## src/rtl/txn_wd_pkg.sv

```systemverilog
// Shared types and helpers for the transaction watchdog.
package txn_wd_pkg;

  // Upper bounds that size the shared slot record; instances use narrower fields.
  localparam int MAX_SLOTS = 16;
  localparam int MAX_ID_W  = 16;
  localparam int MAX_CNT_W = 16;

  typedef enum logic [1:0] {
    FREE    = 2'd0,
    LIVE    = 2'd1,
    EXPIRED = 2'd2
  } slot_state_e;

  typedef struct packed {
    slot_state_e              state;
    logic [MAX_ID_W-1:0]      id;
    logic [MAX_CNT_W-1:0]     cnt;
  } slot_t;

  // Isolates the lowest set bit of a request vector (one-hot result, zero if none set).
  function automatic logic [MAX_SLOTS-1:0] lowest_set(input logic [MAX_SLOTS-1:0] vec);
    return vec & (~vec + MAX_SLOTS'(1));
  endfunction

endpackage

```

## src/rtl/txn_wd_if.sv

```systemverilog
// Issue / completion / timeout-report signal bundle for the watchdog.
interface txn_wd_if #(
  parameter int ID_W      = 4,
  parameter int NUM_SLOTS = 4
);
  localparam int LIVE_W = $clog2(NUM_SLOTS + 1);

  logic              issue_valid;
  logic [ID_W-1:0]   issue_id;
  logic              issue_ready;
  logic              cmpl_valid;
  logic [ID_W-1:0]   cmpl_id;
  logic              abort_all;
  logic              to_valid;
  logic [ID_W-1:0]   to_id;
  logic              to_ready;
  logic [LIVE_W-1:0] live_cnt;
  logic              cmpl_unexp;

  modport master (
    output issue_valid, issue_id, cmpl_valid, cmpl_id, abort_all, to_ready,
    input  issue_ready, to_valid, to_id, live_cnt, cmpl_unexp
  );

  modport slave (
    input  issue_valid, issue_id, cmpl_valid, cmpl_id, abort_all, to_ready,
    output issue_ready, to_valid, to_id, live_cnt, cmpl_unexp
  );

endinterface

```

## src/rtl/txn_wd_slot.sv

```systemverilog
// One watchdog slot: FREE -> LIVE (counting down) -> EXPIRED -> FREE.
module txn_wd_slot
  import txn_wd_pkg::*;
#(
  parameter int ID_W    = 4,
  parameter int TIMEOUT = 64
) (
  input  logic            clk,
  input  logic            rst_n,
  input  logic            alloc,
  input  logic [ID_W-1:0] alloc_id,
  input  logic            cmpl_hit,
  input  logic            abort,
  input  logic            rpt_done,
  output slot_state_e     state,
  output logic [ID_W-1:0] id
);

  slot_t slot_q;
  slot_t slot_d;

  // Next slot contents; a completion or abort beats expiry at the final count.
  always_comb begin
    slot_d = slot_q;
    case (slot_q.state)
      FREE: begin
        if (alloc) begin
          slot_d.state = LIVE;
          slot_d.id    = MAX_ID_W'(alloc_id);
          slot_d.cnt   = MAX_CNT_W'(TIMEOUT);
        end
      end
      LIVE: begin
        if (cmpl_hit || abort) begin
          slot_d.state = FREE;
        end else if (slot_q.cnt == MAX_CNT_W'(1)) begin
          slot_d.state = EXPIRED;
        end else begin
          slot_d.cnt = slot_q.cnt - MAX_CNT_W'(1);
        end
      end
      EXPIRED: begin
        if (rpt_done) begin
          slot_d.state = FREE;
        end
      end
      default: slot_d.state = FREE;
    endcase
  end

  // Slot register; reset empties the slot immediately.
  always_ff @(posedge clk or negedge rst_n) begin
    if (!rst_n) begin
      slot_q <= '{state: FREE, id: '0, cnt: '0};
    end else begin
      slot_q <= slot_d;
    end
  end

  assign state = slot_q.state;
  assign id    = slot_q.id[ID_W-1:0];

endmodule

```

## src/rtl/txn_watchdog.sv

```systemverilog
// Transaction timeout tracker: slot array plus allocation, match and report priority.
module txn_watchdog
  import txn_wd_pkg::*;
#(
  parameter int NUM_SLOTS = 4,
  parameter int ID_W      = 4,
  parameter int TIMEOUT   = 64
) (
  input  logic     clk,
  input  logic     rst_n,
  txn_wd_if.slave  bus
);

  localparam int LIVE_W = $clog2(NUM_SLOTS + 1);

  slot_state_e          slot_state [NUM_SLOTS];
  logic [ID_W-1:0]      slot_id    [NUM_SLOTS];
  logic [NUM_SLOTS-1:0] free_vec;
  logic [NUM_SLOTS-1:0] live_vec;
  logic [NUM_SLOTS-1:0] exp_vec;
  logic [NUM_SLOTS-1:0] match_vec;
  logic [NUM_SLOTS-1:0] alloc_oh;
  logic [NUM_SLOTS-1:0] hit_oh;
  logic [NUM_SLOTS-1:0] cur_oh;
  logic [NUM_SLOTS-1:0] rpt_oh;
  logic [NUM_SLOTS-1:0] rpt_done_oh;
  logic                 unexp_d;
  logic                 unexp_q;
  logic [ID_W-1:0]      to_id;
  logic [LIVE_W-1:0]    live_cnt;

  function automatic logic [NUM_SLOTS-1:0] pick_lowest(input logic [NUM_SLOTS-1:0] vec);
    return NUM_SLOTS'(lowest_set(MAX_SLOTS'(vec)));
  endfunction

  // Classify every slot and find LIVE slots whose ID matches the completion.
  always_comb begin
    free_vec  = '0;
    live_vec  = '0;
    exp_vec   = '0;
    match_vec = '0;
    for (int i = 0; i < NUM_SLOTS; i++) begin
      free_vec[i]  = (slot_state[i] == FREE);
      live_vec[i]  = (slot_state[i] == LIVE);
      exp_vec[i]   = (slot_state[i] == EXPIRED);
      match_vec[i] = (slot_state[i] == LIVE) && (slot_id[i] == bus.cmpl_id);
    end
  end

  // A held report keeps to_id stable; otherwise the lowest EXPIRED slot is offered.
  assign alloc_oh    = bus.issue_valid ? pick_lowest(free_vec) : '0;
  assign hit_oh      = bus.cmpl_valid ? pick_lowest(match_vec) : '0;
  assign cur_oh      = (rpt_oh != '0) ? rpt_oh : pick_lowest(exp_vec);
  assign rpt_done_oh = bus.to_ready ? cur_oh : '0;
  assign unexp_d     = bus.cmpl_valid && (match_vec == '0) && !bus.abort_all;

  // Report-slot holding register and the registered unexpected-completion flag.
  always_ff @(posedge clk or negedge rst_n) begin
    if (!rst_n) begin
      rpt_oh  <= '0;
      unexp_q <= 1'b0;
    end else begin
      rpt_oh  <= bus.to_ready ? '0 : cur_oh;
      unexp_q <= unexp_d;
    end
  end

  // Report ID mux and count of LIVE slots.
  always_comb begin
    to_id    = '0;
    live_cnt = '0;
    for (int i = 0; i < NUM_SLOTS; i++) begin
      if (cur_oh[i]) begin
        to_id = to_id | slot_id[i];
      end
      live_cnt = live_cnt + LIVE_W'(live_vec[i]);
    end
  end

  for (genvar g = 0; g < NUM_SLOTS; g++) begin : g_slot
    txn_wd_slot #(
      .ID_W    (ID_W),
      .TIMEOUT (TIMEOUT)
    ) u_slot (
      .clk      (clk),
      .rst_n    (rst_n),
      .alloc    (alloc_oh[g]),
      .alloc_id (bus.issue_id),
      .cmpl_hit (hit_oh[g]),
      .abort    (bus.abort_all),
      .rpt_done (rpt_done_oh[g]),
      .state    (slot_state[g]),
      .id       (slot_id[g])
    );
  end

  assign bus.issue_ready = |free_vec;
  assign bus.to_valid    = |cur_oh;
  assign bus.to_id       = to_id;
  assign bus.live_cnt    = live_cnt;
  assign bus.cmpl_unexp  = unexp_q;

endmodule

```

## src/flat_wrapper.sv

```systemverilog
// flat-port wrapper written by rule: the top's interface ports become plain ports
module txn_watchdog_flat import txn_wd_pkg::*;
#(
  parameter int NUM_SLOTS = 4,
  parameter int ID_W      = 4,
  parameter int TIMEOUT   = 64
)
  (clk, rst_n, bus_issue_valid, bus_issue_id, bus_cmpl_valid, bus_cmpl_id, bus_abort_all, bus_to_ready, bus_issue_ready, bus_to_valid, bus_to_id, bus_live_cnt, bus_cmpl_unexp);
  txn_wd_if #(.ID_W(ID_W), .NUM_SLOTS(NUM_SLOTS)) bus_i ();
  input  logic clk;
  input  logic rst_n;
  input wire logic [$bits(bus_i.issue_valid)-1:0] bus_issue_valid;
  input wire logic [$bits(bus_i.issue_id)-1:0] bus_issue_id;
  input wire logic [$bits(bus_i.cmpl_valid)-1:0] bus_cmpl_valid;
  input wire logic [$bits(bus_i.cmpl_id)-1:0] bus_cmpl_id;
  input wire logic [$bits(bus_i.abort_all)-1:0] bus_abort_all;
  input wire logic [$bits(bus_i.to_ready)-1:0] bus_to_ready;
  output wire logic [$bits(bus_i.issue_ready)-1:0] bus_issue_ready;
  output wire logic [$bits(bus_i.to_valid)-1:0] bus_to_valid;
  output wire logic [$bits(bus_i.to_id)-1:0] bus_to_id;
  output wire logic [$bits(bus_i.live_cnt)-1:0] bus_live_cnt;
  output wire logic [$bits(bus_i.cmpl_unexp)-1:0] bus_cmpl_unexp;
  assign bus_i.issue_valid = bus_issue_valid;
  assign bus_i.issue_id = bus_issue_id;
  assign bus_i.cmpl_valid = bus_cmpl_valid;
  assign bus_i.cmpl_id = bus_cmpl_id;
  assign bus_i.abort_all = bus_abort_all;
  assign bus_i.to_ready = bus_to_ready;
  assign bus_issue_ready = bus_i.issue_ready;
  assign bus_to_valid = bus_i.to_valid;
  assign bus_to_id = bus_i.to_id;
  assign bus_live_cnt = bus_i.live_cnt;
  assign bus_cmpl_unexp = bus_i.cmpl_unexp;
  txn_watchdog #(.NUM_SLOTS(NUM_SLOTS), .ID_W(ID_W), .TIMEOUT(TIMEOUT)) u_core (.clk(clk), .rst_n(rst_n), .bus(bus_i));
endmodule
```

## config.mk

```make
export PLATFORM = sky130hd
export DESIGN_NAME = txn_watchdog_flat
export DESIGN_NICKNAME = d
export VERILOG_FILES = /design/src/rtl/txn_wd_pkg.sv /design/src/rtl/txn_wd_if.sv /design/src/rtl/txn_wd_slot.sv /design/src/rtl/txn_watchdog.sv /design/src/flat_wrapper.sv
export SDC_FILE = /design/constraint.sdc
export NUM_CORES = 1
export LEC_CHECK = 0
export ABC_AREA = 1
export CORE_MARGIN = 2
export CORE_UTILIZATION = 60
export CTS_CLUSTER_SIZE = 40
export DETAILED_ROUTE_END_ITERATION = 10
export PLACE_DENSITY_LB_ADDON = 0.05
export SLEW_MARGIN = 20
export SYNTH_ARGS = -nofsm -noshare
export SYNTH_HDL_FRONTEND = slang
export SYNTH_SLANG_ARGS = --single-unit
```

## constraint.sdc

```tcl
create_clock -name clk -period 2.1 [get_ports clk]
set_input_delay 0.42 -clock clk [delete_from_list [all_inputs] [get_ports clk]]
set_output_delay 0.42 -clock clk [all_outputs]
set_load 0.1 [all_outputs]
```

Yosys cells after proc, flatten, opt, wreduce, memory -nomap -nowiden
Cells that the tools add are included.
- input port bits: 14
- bits in registers: 93
- equal/unequal tests: 36
- reduce and logical (&&, ||, !) cells: 35
- mux-type cells: 41
- $add $sub $neg: 10
- bitwise operators: 9
- operator list (kind ; number):
    $mux 34 ; 4
    $mux 16 ; 8
    $pmux 16 s2 ; 4
    $eq 16x1->1 const B ; 4
    $sub 16x1->16 const B ; 4
    $mux 4 ; 9
    $ne 2x2->1 const B ; 16
    $mux 2 ; 12
    $pmux 2 s3 ; 4
    $eq 4x4->1 ; 4
    $reduce_and 4->1 ; 4
    $add 4x1->4 const B ; 3
    $and 4x4->4 ; 3
    $ne 3x3->1 const B ; 4
    $not 4->4 ; 3
    $or 4x4->4 ; 3
    $reduce_and 3->1 ; 4
    $eq 2x1->1 const B ; 4
    $eq 2x2->1 const B ; 4
    $logic_not 2->1 ; 4
    $reduce_and 2->1 ; 4
    $reduce_bool 2->1 ; 4
    $reduce_or 4->1 ; 2
    $add 3x1->3 ; 2
    other kinds (6) ; 14

Longest topological paths before layout
Gate-level depths: netlist of the first run.
- word-level depth: 12
- mapped depth: 13

By module
Synthesis of the first run repeated with hierarchy kept, for this count alone.
- cell total of the unflattened synthesis: 920
- area, all modules: 6641.4 um2
- by module, submodules not included (module ; times used ; area an instance (um2) ; cells an instance ; seq. area each (um2)):
    txn_wd_slot ; 4 ; 1432.6 ; 188 ; 550.5
    txn_watchdog ; 1 ; 910.9 ; 168 ; 125.1

Worst setup path after synthesis of the first run
OpenSTA, ideal clock, no wires.
- kind: flip-flop to output port
- start point: register u_core.g_slot[3].u_slot.slot_q (netlist bit u_core.g_slot[3].u_slot.state[0])
- end point: output port bus_to_id[0]
- slack: -1.441 ns
- cell stages (with the launch flop): 8
- data arrival time: 3.121 ns
- path buffers: 0
- required time: 1.680 ns
- path through: dfrtp_1 inv_1 nand2_1 nor2_1 nand3_1 o21ai_0 inv_1 o21ai_0
- word-level cells in the longest chain between the ends: 6
- RTL lines (item ; RTL line ; source):
    start: declaration ; txn_wd_slot.sv:19 ; slot_t slot_q;
    start signal: assignment ; txn_wd_slot.sv:54 ; slot_q <= '{state: FREE, id: '0, cnt: '0};
    start signal: assignment ; txn_wd_slot.sv:56 ; slot_q <= slot_d;
    $eq 2x2->1 * ; txn_watchdog.sv:45 ; exp_vec[i] = (slot_state[i] == EXPIRED);
    $not 4->4 ; txn_wd_pkg.sv:23 ; return vec & (~vec + MAX_SLOTS'(1));
    $add 4x1->4 ; txn_wd_pkg.sv:23 ;
    $and 4x4->4 * ; txn_wd_pkg.sv:23 ;
    $mux 4 * ; txn_watchdog.sv:53 ; assign cur_oh = (rpt_oh != '0) ? rpt_oh : pick_lowest(exp_vec);
    $mux 4 * ; txn_watchdog.sv:73 ; if (cur_oh[i]) begin
    end: declaration ; flat_wrapper.sv:20 ; output wire logic [$bits(bus_i.to_id)-1:0] bus_to_id;
Every way passes the cells marked *; elsewhere a longest branch is shown, timed or not.

Worst setup path in the final report of the first run
- start point: register u_core.rpt_oh[3]
- end point: output port bus_to_id[3]
- word-level cells in the longest chain between the ends: 9
- RTL lines (item ; RTL line ; source):
    start: declaration ; txn_watchdog.sv:25 ; logic [NUM_SLOTS-1:0] rpt_oh;
    start signal: assignment ; txn_watchdog.sv:63 ; rpt_oh <= bus.to_ready ? '0 : cur_oh;
    $reduce_bool 4->1 ; txn_watchdog.sv:53 ;
    $mux 4 * ; txn_watchdog.sv:53 ;
    $mux 4 ; txn_watchdog.sv:73 ;
    $or 4x4->4 ; txn_watchdog.sv:74 ; to_id = to_id | slot_id[i];
    $mux 4 ; txn_watchdog.sv:73 ;
    $or 4x4->4 ; txn_watchdog.sv:74 ;
    $mux 4 ; txn_watchdog.sv:73 ;
    $or 4x4->4 ; txn_watchdog.sv:74 ;
    $mux 4 * ; txn_watchdog.sv:73 ;
Marks and branches as above.

==> results of run 1 <==
## Yosys cell counts
cell and instances:
dlygate4sd1_1 1, a21boi_0 1, xnor2_1 14, dfrtp_1 93, o21ai_1 2, o21bai_1 1, ha_1 10, nor4_1 3
nand2_4 2, nand4_1 20, fa_1 1, inv_1 69, buf_6 5, nor2_2 7, o21a_1 3, nor2_1 137
nand3_2 10, clkinv_1 1, o22ai_1 2, nand3_1 105, nand3_4 1, buf_2 6, o21ai_0 30, nand2_1 231
nand3b_1 1, clkbuf_1 7, inv_2 4, nor2_4 5, xor2_1 44, clkbuf_8 2, nor3_2 1, o21ai_2 1
nand4_4 2, a21oi_1 4, nand2_2 6, nor3_1 15, buf_4 3
## worst min path at each step
| stage | startpoint | end | slack [ns] | depth (start not counted) |
|---|---|---|---|---|
| 2_1_floorplan | rst_n | u_core.bus.cmpl_unexp$_DFF_PN0_ | 0.12 | 0 |
| 3_3_place_gp | rst_n | u_core.g_slot[2].u_slot.slot_q[11]$_DFFE_PN0P_ | 0.40 | 1 |
| 3_5_place_dp | rst_n | u_core.g_slot[2].u_slot.slot_q[14]$_DFFE_PN0P_ | 0.40 | 1 |
| 4_1_cts | u_core.g_slot[3].u_slot.id[1]$_DFFE_PN0P_ | u_core.g_slot[3].u_slot.id[1]$_DFFE_PN0P_ | 0.50 | 2 |
| 5_1_grt | rst_n | u_core.g_slot[2].u_slot.slot_q[11]$_DFFE_PN0P_ | 0.53 | 2 |
| 6_report | u_core.g_slot[3].u_slot.id[1]$_DFFE_PN0P_ | u_core.g_slot[3].u_slot.id[1]$_DFFE_PN0P_ | 0.50 | 2 |
## flip-flops by register name, summed over array words and instances, names as in the netlist
name,count
u_core.bus.cmpl_unexp,1
u_core.rpt_oh,4
u_core.g_slot.u_slot.id,16
u_core.g_slot.u_slot.state,8
u_core.g_slot.u_slot.slot_q,64
## worst reg2reg max path, cell delays in order (launching register included)
cell and delay [ns]:
dfrtp_1 0.38, inv_1 0.07, buf_4 0.14, nor2_4 0.16
buf_6 0.17, o21ai_1 0.09, nor2_1 0.14, nand4_1 0.18
o21bai_2 0.24, nand2_2 0.15, nand3_1 0.10, nand2_1 0.06
## area by class of cell
type	instances	area (um2)
clock inverters	4	70.1
flip-flops and latches	93	2330
fillers	782	2730
clock buffers	12	155
repair buffers	61	623
multi-input cells	662	3510
inverters	74	280
well taps	133	166
## cells by family after synthesis
group / Yosys count
AO/OA/AOI/OAI: 44
XOR/XNOR: 58
adder cells (fa/ha/maj): 11
buffers and inverters: 98
flip-flops: 93
AND/OR/NAND/NOR: 546
## per-layer routing
metal / GRT usage / up-vias
li1: - / 2822
met1: 0.387 / 2633
met2: 0.431 / 168
met3: 0.0717 / 19
met4: 0.0762 / 0
met5: 0 / -
## timing repair
action,4_1_cts,5_1_grt
hold buffers,1,0
endpoints found under the setup margin,8,25
resized for setup,18,11
hold endpoints to repair,30,0
buffers inserted,6,6
cloned,0,3
pin swaps,9,9
## metrics by stage
stage          setup slack (ns)  utilization  instance area, um2  hold WS (ns)  cells
6_report                 -0.359        0.723                7140         0.503   1039
5_1_grt                  -0.455        0.723                7140         0.530   1039
4_1_cts                  -0.363        0.712                7030         0.500   1030
3_5_place_dp             -0.216        0.679                6700         0.401   1007
3_3_place_gp             -0.121        0.679                6700         0.395   1007
2_1_floorplan            -0.187            -                6180         0.124    850
==> summary.txt, run 1 <==
CP Class = register to output pin
Fin. Hold Viols = 0
drt first pass iters = 5
Ant. Diodes = 0
CTS tree = built
Syn-to-layout area delta = 16.4%
syn avg cell area = 7.21 um2
cts bufs inserted = 9
Data arrival, critical path = 2.04 ns
initial core utilization = 0.622
min Tclk post-route = 2.46 ns
Fmax = 0.407 GHz
post-DR wirelength/cell = 14.3 um
Gate Count Post-Synth = 850
library cells used by synthesis = 37
Hold Path Class = register to register
R2R Setup Slk = 0.10 ns
fin nets = 926
drt drc = 0
simple-gate share of the synthesized area = 0.402
critical path depth = 8
total of max-cap violations = 0
flops & latches, synth = 93
vias in the first global route = 5199
Synth Cell Area = 6130 um2
largest net degree at the start of global routing = 39
Critical Path Sink = bus_to_id[3]
Synth Area in Compound Gates = 0.0390
DR iter-0 viols = 370
top post-synthesis cells by area = dfrtp_1, nand2_1, nand3_1
clock-pin slew on the worst setup and hold paths = 0.09 ns
global route overflow = 0
total clock sinks = 93
Mapped Nets = 875
crit end category = output pin
routability congestion estimate = 0.963
Tcrit/Tclk final = 1.17
CP max stage delay = 0.39 ns
share of layout cells above drive strength 1 = 0.148
clock root cell = clkbuf_8
WL met2 = 6860 um
GRT Total Usage = 0.278
Fin Clk Skew = 0.00761 ns
Synth Area in Adders = 0.0237
Die W = 105 um
critical path launch point = u_core.rpt_oh[3]$_DFF_PN0_
clock insertion delay at the later pin of the skew report = 0.39 ns
CTS H-Tree Depth = 3
Synth Area in XOR/XNOR = 0.0828
violated checks = negative setup slack
WL met1 = 6880 um
WL met3 = 919 um
Detail Placement HPWL = 10200 um
uppermost layer routed = met4
Worst-Margin Slew = 0.627 ns
Yosys warnings = 0
sequential area share after synthesis = 0.380
R2R cell count = 11
RR Endpoint = u_core.g_slot[3].u_slot.slot_q[3]$_DFFE_PN0P_
share of the synthesized area in the top cell type = 0.380
Worst path most repeated cell = buf_4
final-report max-slew violation count = 0
relative slew slack = 0.582
final worst setup slack = -0.359 ns
status = finished, violations left
clk buf depth = 2
DIE AREA = 11000 um2
Die Y = 105 um
CP delay by family, top = buffers and inverters
ANT nets after route = 0
via count = 5642
Startpoint Class = register
Rows = 36
largest family of logic cells by synthesized area = simple AND/OR/NAND/NOR gates
Critical-path top delay cell = dfrtp_1
antenna violations before repair = 0
global-route wire length before repair = 24700 um
DR vias/cell = 5.43
Buf/Inv on CP = 5
drt total wl = 14900 um
final setup violation count = 8
reg-to-reg critical path startpoint = u_core.g_slot[3].u_slot.state[0]$_DFFE_PN0P_
most common cell after layout, fill and taps aside = nand2_1
cells along the critical path = inv_2, nand4_1, buf_4, buf_4, o21ai_4, inv_4, o21ai_2, buf_12
setup_tns = -2.51 ns
# port buffers = 23
mux contribution to synthesized area = 0
Worst Path Required = 1.68 ns
RSZ-0062 raised after global routing = yes
I/O pins = 24
worst-path fanout max = 5
leading area contributor after synthesis = dfrtp_1
commonest cells after routing, fill and taps aside = nand2_1, nor2_1, nand3_1
Core ar. = 9860 um2
Power of run 1 is left out: the tool's default activity adds up to more than one toggle a clock period on the data nets, which glitch-free logic cannot reach.
==> inputs of run 2 (changes only) <==
==> constraint.sdc (replaced) <==
create_clock -name clk -period 2.1 [get_ports clk]
set_input_delay 0.42 -clock clk [delete_from_list [all_inputs] [get_ports clk]]
set_output_delay 0.42 -clock clk [all_outputs]
set_load 0.02 [all_outputs]
==> run 2 against run 1 <==
Compared with the run above: the flow still finishes with violations (negative setup slack); highest routed layer unchanged; global-route usage increased by 1.4 points; sequential cell count did not move; largest cell class unchanged; hold slack got worse by 0.49 ns; critical path type unchanged; non-clock buffer count grew 30; clock skew is 0.0060 ns higher; first-iteration DRC count is 22% higher; die area unchanged; setup slack better by 0.13 ns; cell count rose by 2.8%.
==> summary.txt, run 2 (same netlist as run 1, synthesis figures left out) <==
post-DR wirelength/cell = 15.0 um
largest net degree at the start of global routing = 42
Core ar. = 9860 um2
Worst Path Required = 1.68 ns
Worst-Margin Slew = 0.553 ns
leakage = 3.94 nW
violated checks = negative setup slack
max FFs per register = 64
routability congestion estimate = 0.938
Pwr per Cell Area = 1710 nW/um2
drt total wl = 16000 um
final setup violation count = 8
worst-path fanout max = 2
Max VDD drop = 2070 uV
Hold Path Class = input pin to async pin
CTS H-Tree Depth = 3
DIE AREA = 11000 um2
RSZ-0062 raised after global routing = yes
Detail Placement HPWL = 11000 um
placed instance count = 1034
CTS tree = built
global-route wire length before repair = 25900 um
clock root cell = clkbuf_8
DR vias/cell = 5.49
Die W = 105 um
via count = 5867
clock insertion delay at the later pin of the skew report = 0.38 ns
Finished Layout Cells = 1068
cts bufs inserted = 9
Startpoint Class = register
global route overflow = 0
total clock sinks = 93
final worst setup slack = -0.229 ns
fin nets = 955
I/O pins = 24
clock-pin slew on the worst setup and hold paths = 0.09 ns
status = finished, violations left
Fin Clk Skew = 0.0136 ns
# port buffers = 23
RR Endpoint = u_core.g_slot[3].u_slot.slot_q[11]$_DFFE_PN0P_
Psw = 6.17 mW
commonest cells after routing, fill and taps aside = nand2_1, nor2_1, nand3_1
Die Y = 105 um
initial core utilization = 0.622
Data arrival, critical path = 1.91 ns
min Tclk post-route = 2.33 ns
Tcrit/Tclk final = 1.11
CP Class = register to output pin
R2R Setup Slk = 0.10 ns
final-report max-slew violation count = 0
Fmax = 0.429 GHz
antenna violations before repair = 0
share of layout cells above drive strength 1 = 0.181
switching portion of total power = 0.491
crit end category = output pin
Filler cells = 755
Fin. Hold Viols = 0
relative slew slack = 0.631
Syn-to-layout area delta = 20.0%
drt drc = 0
post-place instance area = 6780 um2
combinational share of power = 0.668
dpl ws = -0.458 ns
part of the power in registers = 0.242
Clk pwr share = 0.090
DR iter-0 viols = 452
most common cell after layout, fill and taps aside = nand2_1
total of max-cap violations = 0
Final Cell Area = 7360 um2
GRT Total Usage = 0.292
R2R cell count = 10
drt first pass iters = 5
Rows = 36
Ant. Diodes = 0
clk buf depth = 2
Reg with most FFs = u_core.g_slot.u_slot.slot_q
reg-to-reg critical path startpoint = u_core.g_slot[3].u_slot.state[1]$_DFFE_PN0P_
setup_tns = -1.08 ns
ANT nets after route = 0
vias in the first global route = 5526
P_int = 6.38 mW
[run 2: timing repair]
action / 4_1_cts / 5_1_grt
gates resized for setup: 95 / 30
buffers inserted: 9 / 8
cloned: 0 / 2
hold buffers: 0 / 0
pin swaps: 10 / 11
setup endpoints to repair: 9 / 39
[run 2: worst max-delay path, stage by stage, from the launching register on]
cell and delay [ns]:
dfrtp_1 0.42, nor2_4 0.14, ha_4 0.22, fa_2 0.38, ha_4 0.28, buf_6 0.10
[run 2: final cells by class]
class | instances | area [um2] | area share
Timing Repair Buffer | 91 | 825 | 0.112
Sequential cell | 93 | 2330 | 0.316
Multi-Input combinational cell | 661 | 3580 | 0.487
Inverter | 74 | 278 | 0.0377
Clock buffer | 13 | 159 | 0.0216
Clock inverter | 3 | 18.8 | 0.00255
Tap cell | 133 | 166 | 0.0226
[run 2: per-layer routing]
metal	GRT usage	wire (um)	share of wire	vias up
met3	0.0624	900	0.056	29
met4	0.0962	333	0.021	0
met5	0	0	0	-
li1	-	-	-	2881
met1	0.379	6900	0.43	2775
met2	0.485	7850	0.49	182
[run 2: how the worst max path moves through the flow]
stage | from | end | slack (ns)
global placement | u_core.g_slot[1].u_slot.state[0]$_DFFE_PN0P_ | bus_live_cnt[1] | -0.41
detailed placement | u_core.g_slot[1].u_slot.state[0]$_DFFE_PN0P_ | bus_live_cnt[1] | -0.46
CTS | u_core.g_slot[1].u_slot.state[1]$_DFFE_PN0P_ | bus_live_cnt[1] | -0.23
global route | u_core.g_slot[1].u_slot.state[0]$_DFFE_PN0P_ | bus_live_cnt[1] | -0.29
floorplan | u_core.g_slot[0].u_slot.state[1]$_DFFE_PN0P_ | bus_live_cnt[1] | 0.04
finish | u_core.g_slot[1].u_slot.state[1]$_DFFE_PN0P_ | bus_live_cnt[1] | -0.23
[run 2: metrics by stage]
step                hold WS, ns  total power, mW  utilization
global route             0.0404             13.7        0.746
floorplan                 0.124             8.13            -
CTS                      0.0282             12.1        0.726
detailed placement        0.452             10.3        0.688
global placement          0.449             10.1        0.688
finish                   0.0109             12.6        0.746
[run 2: power by group through the flow]
stage               clock network [mW]  registers [mW]  logic (mW)
floorplan                            0            2.87        5.26
global placement                     0            3.00        7.06
detailed placement                   0            3.03        7.22
CTS                               1.17            3.00        7.98
global route                      1.24            3.11        9.31
finish                            1.13            3.03        8.39
No activity file was read; power rests on OpenSTA's default activity.
==> inputs of run 3 (changes only) <==
CORE_ASPECT_RATIO = 0.8   (was unset)
==> run 3 against run 2 <==
Compared with the run above: the flow still finishes with violations (negative setup slack); combinational power increased by 1%; clock skew shrank 0.0049 ns; utilization increased by 0.70 points; largest cell class unchanged; first-iteration DRC count rose by 28%; critical path type unchanged; clock power rose by 30%; via count is 1.8% higher; critical endpoint unchanged; hold slack improved by 0.038 ns; sequential power about the same; cell count fell by 0.19%.
==> summary.txt, run 3 (same netlist as run 1, synthesis figures left out) <==
status = finished, violations left
violated checks = negative setup slack
Fin Clk Skew = 0.00877 ns
total of max-cap violations = 0
gr busiest metal = met2
DIE AREA = 11000 um2
Data arrival, critical path = 1.86 ns
switching portion of total power = 0.494
I/O pins = 24
Worst path most repeated cell = ha_4
combinational share of power = 0.653
final worst setup slack = -0.181 ns
routability congestion estimate = 0.879
met1 Use GR = 0.422
GRT met2 Usage = 0.490
CP max stage delay = 0.44 ns
Critical-path top delay cell = dfrtp_2
GRT Total Usage = 0.304
Reg with most FFs = u_core.g_slot.u_slot.slot_q
R2R cell count = 12
via count = 5973
post-DR wirelength/cell = 15.4 um
clock insertion delay at the later pin of the skew report = 0.35 ns
Tcrit/Tclk final = 1.09
CTS H-Tree Depth = 3
clock root cell = clkbuf_16
cells along the critical path = nor2_4, ha_4, fa_2, ha_4, buf_6
vias in the first global route = 5647
Core ar. = 9810 um2
min Tclk post-route = 2.28 ns
Buf/Inv on CP = 1
P_int = 6.58 mW
met3 Usage GRT = 0.0533
worst-path fanout max = 3
drt total wl = 16400 um
DR iter-0 viols = 580
relative slew slack = 0.651
Pwr per Cell Area = 1760 nW/um2
drt first pass iters = 5
# port buffers = 23
clock-pin slew on the worst setup and hold paths = 0.07 ns
CP delay by family, top = adder cells
Clk pwr share = 0.113
Finished Layout Cells = 1066
critical path depth = 5
Max VDD drop = 1310 uV
CTS tree = built
fin nets = 951
RSZ-0062 raised after global routing = yes
CP Class = register to output pin
leakage = 3.92 nW
Detail Placement HPWL = 10900 um
max FFs per register = 64
most common cell after layout, fill and taps aside = nand2_1
Worst Path Required = 1.68 ns
setup_tns = -1.03 ns
part of the power in registers = 0.234
Fin. Hold Viols = 0
antenna violations before repair = 0
drt drc = 0
Die W = 117 um
share of layout cells above drive strength 1 = 0.176
Ant. Diodes = 0
clk buf depth = 2
DR vias/cell = 5.60
Hold Path Class = input pin to async pin
Worst-Margin Slew = 0.521 ns
Startpoint Class = register
final-report max-slew violation count = 0
largest net degree at the start of global routing = 55
total clock sinks = 93
commonest cells after routing, fill and taps aside = nand2_1, nor2_1, nand3_1
global route overflow = 0
Die Y = 94.4 um
Syn-to-layout area delta = 20.4%
initial core utilization = 0.625
crit end category = output pin
final setup violation count = 8
Rows = 32
placed instance count = 1036
global-route wire length before repair = 26400 um
Fmax = 0.438 GHz
cts bufs inserted = 9
Psw = 6.43 mW
ANT nets after route = 0
## run 3: cell count changes in the layout (fill, tap and decap cells not counted), moves of 2 or more
cell / previous run / this run
buf_4: 60 / 56
nor2_1: 134 / 136
inv_4: 0 / 2
clkbuf_16: 0 / 9
nand2_1: 221 / 219
nand3_2: 16 / 13
nand2_2: 7 / 9
inv_2: 12 / 10
clkbuf_8: 11 / 0
nand3_1: 99 / 102
clkinv_2: 2 / 4
## run 3: routing by layer
metal,routed length [um],vias up
li1,-,2878
met2,7550,224
met1,7580,2825
met4,361,0
met3,943,46
met5,0,-
## run 3: timing repair
action / in CTS / in global routing
pin swaps: 12 / 7
cloned: 0 / 3
buffers inserted: 6 / 7
hold buffers: 0 / 0
endpoints found under the setup margin: 9 / 30
hold endpoints to repair: 0 / 0
gates resized for setup: 97 / 21
## run 3: final cells by class
cell class / instances / area, um2
multi-input cells: 662 / 3580
fillers: 707 / 2420
flip-flops and latches: 93 / 2330
repair buffers: 86 / 762
inverters: 74 / 283
clock buffers: 10 / 229
well taps: 136 / 170
clock inverters: 5 / 28.8
## run 3: power by group through the flow
stage          logic (mW)  registers (mW)  clock network, mW
6_report             8.49            3.05               1.47
3_3_place_gp         6.98            2.99                  0
3_5_place_dp         7.19            3.02                  0
2_1_floorplan        5.26            2.87                  0
5_1_grt              9.38            3.11               1.55
4_1_cts              7.94            3.01               1.49
## run 3: final timing paths
check / startpoint / slack, ns / end
max: u_core.g_slot[0].u_slot.state[1]$_DFFE_PN0P_ / -0.18 / bus_live_cnt[1]
min: rst_n / 0.05 / u_core.g_slot[0].u_slot.slot_q[3]$_DFFE_PN0P_
max reg2reg: u_core.g_slot[2].u_slot.state[1]$_DFFE_PN0P_ / 0.11 / u_core.g_slot[2].u_slot.slot_q[8]$_DFFE_PN0P_
min reg2reg: u_core.g_slot[3].u_slot.id[3]$_DFFE_PN0P_ / 0.50 / u_core.g_slot[3].u_slot.id[3]$_DFFE_PN0P_
max in group asynchronous: rst_n / 1.78 / u_core.g_slot[0].u_slot.state[1]$_DFFE_PN0P_
min in group clk: u_core.g_slot[3].u_slot.id[3]$_DFFE_PN0P_ / 0.50 / u_core.g_slot[3].u_slot.id[3]$_DFFE_PN0P_
## run 3: through the flow
stage / util / cell area [um2] / power [mW] / hold WS [ns] / setup WS [ns]
2_1_floorplan: - / 6130 / 8.13 / 0.124 / 0.0432
3_3_place_gp: 0.690 / 6770 / 9.97 / 0.415 / -0.449
3_5_place_dp: 0.690 / 6770 / 10.2 / 0.418 / -0.535
4_1_cts: 0.734 / 7200 / 12.4 / 0.0572 / -0.174
5_1_grt: 0.753 / 7390 / 14.0 / 0.0621 / -0.246
6_report: 0.753 / 7390 / 13.0 / 0.0487 / -0.181
==> edit 1: new RTL, config.mk and constraints of run 3 <==
`TIMEOUT` is set to 64 in 3 places; all go to 48.
--- a/src/rtl/txn_wd_slot.sv
+++ b/src/rtl/txn_wd_slot.sv
@@ -3,7 +3,7 @@
   import txn_wd_pkg::*;
 #(
   parameter int ID_W    = 4,
-  parameter int TIMEOUT = 64
+  parameter int TIMEOUT = 48
 ) (
   input  logic            clk,
   input  logic            rst_n,
--- a/src/rtl/txn_watchdog.sv
+++ b/src/rtl/txn_watchdog.sv
@@ -4,7 +4,7 @@
 #(
   parameter int NUM_SLOTS = 4,
   parameter int ID_W      = 4,
-  parameter int TIMEOUT   = 64
+  parameter int TIMEOUT   = 48
 ) (
   input  logic     clk,
   input  logic     rst_n,
--- a/src/flat_wrapper.sv
+++ b/src/flat_wrapper.sv
@@ -3,7 +3,7 @@
 #(
   parameter int NUM_SLOTS = 4,
   parameter int ID_W      = 4,
-  parameter int TIMEOUT   = 64
+  parameter int TIMEOUT   = 48
 )
   (clk, rst_n, bus_issue_valid, bus_issue_id, bus_cmpl_valid, bus_cmpl_id, bus_abort_all, bus_to_ready, bus_issue_ready, bus_to_valid, bus_to_id, bus_live_cnt, bus_cmpl_unexp);
   txn_wd_if #(.ID_W(ID_W), .NUM_SLOTS(NUM_SLOTS)) bus_i ();
Check against the original RTL: same outputs for any inputs over 4 cycles, from zero or initial values and one cycle with rst_n low; that may be too few to reach the edited logic, so the function may still have changed.
==> edit 1 against run 3 <==
- the flow still finishes with violations (negative setup slack)
- register-to-register slack worse by 0.06 ns
- worst setup slack better by 0.0083 ns
- sequential share of layout area is 0.24 points higher
- count of clock-buffer cells in the layout stayed put
- combinational power is 22% lower
- critical path depth is 2 higher
- final area is 0.75% lower
- wire length is 3.7% lower
- sequential cell count stayed put
- area after synthesis is 0.63% lower
- power is 14% lower
- largest power group unchanged
- die area is 0.60% lower
==> edit 1: results <==
metrics = {
    "status": {
        "status": "finished, violations left",
        "violations": "negative setup slack",
    },
    "synthesis": {
        "syn_area_per_cell_um2": 7.09,
        "ys_top_cells_by_area": "dfrtp_1 (38%), nand2_1 (15%), nor2_1 (8.5%), nand3_1 (7.0%), xor2_1 (4.9%)",
        "syn_nets": 884,
        "synth.top_cells.by_count": "nand2_1 (248), nor2_1 (138), dfrtp_1 (93)",
        "ys_seq_area_share_pct": 38.2,
        "synthAdderAreaFrac_pct": 2.38,
        "ys_types": 41,
    },
    "placement": {
        "dp_hpwl_um": 11500,
        "post-place-ws_ns": -0.433,
        "dp.cells": 1043,
        "place_congestion": 0.966,
    },
    "pwr": {
        "p_switching_mw": 5.32,
        "vdd_drop_max_uv": 917,
        "p_leak_nw": 3.84,
    },
    "setup_path": {
        "cpLargestDelayFamily": "buffers and inverters",
        "crit_fanout": 4,
        "reg2reg_depth": 15,
        "critPathSlowestCell": "dfrtp_1",
    },
    "detailed_routing": {
        "viasPerCell": 5.59,
        "post_drt_wl_per_cell_um": 14.8,
        "vias": 5982,
        "drt-initial-drc-count": 525,
    },
    "sta": {
        "worstMarginPinSlew_ns": 0.655,
        "setup_slack_ns": -0.172,
        "setup_viol": 8,
        "fin_skew_ns": 0.00734,
    },
    "global_route": {
        "grt_usage_pct": 30.5,
        "grt_pass1_wl_um": 26400,
        "grt_max_degree": 38,
    },
    "finish": {
        "nets": 954,
    },
}
## edit 1: changes by cell type after synthesis, sizes merged, moves of 3 or more
cell   before  now
buf        14   19
o21ai      33   46
nand2     239  253
a21oi       4    7
o21a        3    0
nand3     116   99
xor2       44   34
nor2      149  146
## edit 1: worst paths after layout
| check | endpoint | startpoint | slack, ns |
|---|---|---|---|
| min in group clk | u_core.g_slot[3].u_slot.id[1] | u_core.g_slot[3].u_slot.id[1] | 0.50 |
| worst max-delay path | bus_to_id[2] | u_core.rpt_oh[2] | -0.17 |
| worst max register to register | u_core.g_slot[3].u_slot.state[1] | u_core.rpt_oh[2] | 0.05 |
| max in group asynchronous | u_core.g_slot[1].u_slot.state[1] | rst_n | 1.48 |
| worst min register to register | u_core.g_slot[3].u_slot.id[1] | u_core.g_slot[3].u_slot.id[1] | 0.50 |
| worst min-delay path | u_core.g_slot[0].u_slot.slot_q[9] | rst_n | 0.06 |
## edit 1: worst register-to-register path: cells and delay by family, from the launching register on
kind,cells,cell delay (ns)
flops,1,0.43
simple gates,7,0.60
buf+inv,8,0.96
## edit 1: cells by family after synthesis
kind of cell             after synthesis
XOR/XNOR                              49
buffers and inverters                101
AO/OA/AOI/OAI                         61
adder cells (fa/ha/maj)               11
AND/OR/NAND/NOR                      544
flip-flops                            93
## edit 1: repair_timing
item,in CTS,in global routing
buffers inserted,10,3
pin swaps,10,10
endpoints found under the setup margin,10,44
gates resized for setup,74,38
hold buffers,0,0
cloned,0,0
## edit 1: layout make-up
type / instances / area, µm² / area share [%]
Clock buffer: 10 / 239 / 3.26
Clock inverter: 6 / 38.8 / 0.529
Inverter: 75 / 282 / 3.84
Multi-Input combinational cell: 665 / 3490 / 47.6
Sequential cell: 93 / 2330 / 31.8
Tap cell: 136 / 170 / 2.32
Timing Repair Buffer: 85 / 786 / 10.7
## edit 1: routing by layer
layer,global-route usage (%),wire (µm),up-vias
met4,7.65,256,0
met1,43.6,7220,2816
li1,-,-,2889
met2,48.4,7180,251
met3,5.29,1160,26
met5,0,0,-
## edit 1: power groups by stage
stage	clock [mW]	sequential [mW]	combinational, mW
3_3_place_gp	0	3.06	5.94
5_1_grt	1.63	3.18	7.44
4_1_cts	1.56	3.07	6.37
6_report	1.53	3.11	6.61
2_1_floorplan	0	2.91	4.60
3_5_place_dp	0	3.09	6.13
## edit 1: per-stage QoR
stage	util, %	TNS, ns	power [mW]	instance area [µm²]
final	75.0	-1.08	11.2	7330
after global routing	75.0	-1.47	12.3	7330
after CTS	73.8	-1.14	11.0	7210
after detailed placement	69.5	-13.99	9.21	6790
after global placement	69.5	-10.71	8.99	6790
after floorplan	-	0	7.51	6090
==> edit 2: new RTL, flow settings as in run 3 <==
Made on the original files. `ID_W` is set to 4 in 4 places; all go to 6.
--- a/src/rtl/txn_wd_if.sv
+++ b/src/rtl/txn_wd_if.sv
@@ -1,6 +1,6 @@
 // Issue / completion / timeout-report signal bundle for the watchdog.
 interface txn_wd_if #(
-  parameter int ID_W      = 4,
+  parameter int ID_W      = 6,
   parameter int NUM_SLOTS = 4
 );
   localparam int LIVE_W = $clog2(NUM_SLOTS + 1);
--- a/src/rtl/txn_wd_slot.sv
+++ b/src/rtl/txn_wd_slot.sv
@@ -2,7 +2,7 @@
 module txn_wd_slot
   import txn_wd_pkg::*;
 #(
-  parameter int ID_W    = 4,
+  parameter int ID_W    = 6,
   parameter int TIMEOUT = 64
 ) (
   input  logic            clk,
--- a/src/rtl/txn_watchdog.sv
+++ b/src/rtl/txn_watchdog.sv
@@ -3,7 +3,7 @@
   import txn_wd_pkg::*;
 #(
   parameter int NUM_SLOTS = 4,
-  parameter int ID_W      = 4,
+  parameter int ID_W      = 6,
   parameter int TIMEOUT   = 64
 ) (
   input  logic     clk,
--- a/src/flat_wrapper.sv
+++ b/src/flat_wrapper.sv
@@ -2,7 +2,7 @@
 module txn_watchdog_flat import txn_wd_pkg::*;
 #(
   parameter int NUM_SLOTS = 4,
-  parameter int ID_W      = 4,
+  parameter int ID_W      = 6,
   parameter int TIMEOUT   = 64
 )
   (clk, rst_n, bus_issue_valid, bus_issue_id, bus_cmpl_valid, bus_cmpl_id, bus_abort_all, bus_to_ready, bus_issue_ready, bus_to_valid, bus_to_id, bus_live_cnt, bus_cmpl_unexp);
Ports: changed (resized bus_cmpl_id, bus_issue_id and bus_to_id); port bits go from 24 to 30. No check against the original RTL was run, so the function may have changed too.
==> edit 2 against run 3 <==
- the run still ends with negative setup slack left
- via count up 2.2%
- area after synthesis up 4.8%
- worst setup slack worse by 0.059 ns
- worst hold slack better by 0.45 ns
- power down 0.30%
- maximum frequency down 2.5%
- sequential cell count up 8
- critical path depth up 4
- wire length down 1.4%
- count of clock-buffer cells in the layout up 1
- first-iteration DRC count down 9.8%
- sequential power up 13%
- final area up 3.6%
- largest power group unchanged
==> edit 2: results <==
metrics = {
    "status": {
        "status": "finished, violations left",
        "violations": "negative setup slack",
    },
    "setup_path": {
        "critPathSlowestCell": "dfrtp_1",
        "worstPathArrival_ns": 1.92,
        "crit_fanout": 8,
    },
    "synthesis": {
        "ys_seq_area_share_pct": 39.3,
        "muxShareOfSynthArea_pct": 0.156,
        "synth_compound_area_share_pct": 5.80,
        "synthXorXnorAreaFrac_pct": 6.95,
        "synthAdderAreaFrac_pct": 2.26,
        "synth.top_cells.by_count": "nand2_1 (269), nor2_1 (144), dfrtp_1 (101)",
    },
    "sta": {
        "setup_viol": 10,
        "setup_slack_ns": -0.239,
        "fin_setup_tns_ns": -1.81,
    },
    "detailed_routing": {
        "wl_met2_um": 7480,
        "route.met3.wl_um": 994,
        "vias": 6106,
        "drt-initial-drc-count": 523,
        "post_drt_wl_per_cell_um": 14.3,
        "firstDrtPassIters": 6,
    },
    "pwr": {
        "p_switching_mw": 6.23,
        "p_leak_nw": 4.06,
        "vdd_drop_max_uv": 1020,
        "clock_power_share_pct": 12.8,
    },
    "global_route": {
        "grt_pass1_vias": 5796,
        "grtUsageMet2_pct": 49.3,
        "gr-usage-met3_pct": 5.11,
        "grt_usage_pct": 29.0,
    },
    "placement": {
        "io_buffers": 29,
        "dp_hpwl_um": 11500,
        "place_congestion": 0.937,
    },
    "clocking": {
        "post_cts_buffers": 4,
        "cts_resized": 91,
    },
    "finish": {
        "drive_gt1_share_pct": 14.2,
    },
    "min_path": {
        "worst_hold_path_type": "flop to flop",
    },
}
==> edit 2: cell count changes after synthesis, moves of 8 or more <==
cell	before	now
xor2_1	44	36
nand3_1	105	72
inv_1	69	93
o21ai_0	30	45
dfrtp_1	93	101
nand3_2	10	2
nand2_1	231	269
==> edit 2: path summary, 6_finish.rpt <==
check / endpoint / slack [ns] / start / cells past startpoint
setup / recovery: bus_to_id[1] / -0.24 / u_core.rpt_oh[2] / 9
hold / removal: u_core.g_slot[3].u_slot.id[5] / 0.50 / u_core.g_slot[3].u_slot.id[5] / 2
setup reg to reg: u_core.g_slot[3].u_slot.slot_q[9] / 0.09 / u_core.g_slot[3].u_slot.state[1] / 12
hold reg to reg: u_core.g_slot[3].u_slot.id[5] / 0.50 / u_core.g_slot[3].u_slot.id[5] / 2
max in group asynchronous: u_core.g_slot[1].u_slot.slot_q[14] / 1.01 / rst_n / 3
min in group asynchronous: u_core.g_slot[2].u_slot.slot_q[13] / 0.53 / rst_n / 2
==> edit 2: metrics by stage <==
| stage | hold slack, ns | instances | instance area (µm²) | utilization (%) | total power, mW |
|---|---|---|---|---|---|
| after floorplan | 0.124 | 914 | 6430 | - | 8.63 |
| after global placement | 0.350 | 1105 | 7130 | 69.0 | 10.5 |
| after detailed placement | 0.358 | 1105 | 7130 | 69.0 | 10.7 |
| after CTS | 0.505 | 1125 | 7530 | 73.0 | 12.7 |
| after global routing | 0.528 | 1129 | 7650 | 74.1 | 14.1 |
| final | 0.497 | 1129 | 7650 | 74.1 | 13.0 |
==> edit 2: final cells by class <==
class | instances | area, µm²
multi-input combinational | 688 | 3520
fill | 815 | 2670
sequential | 101 | 2530
timing repair buffer | 81 | 736
inverter | 104 | 395
clock buffer | 11 | 243
tap | 140 | 175
clock inverter | 4 | 48.8
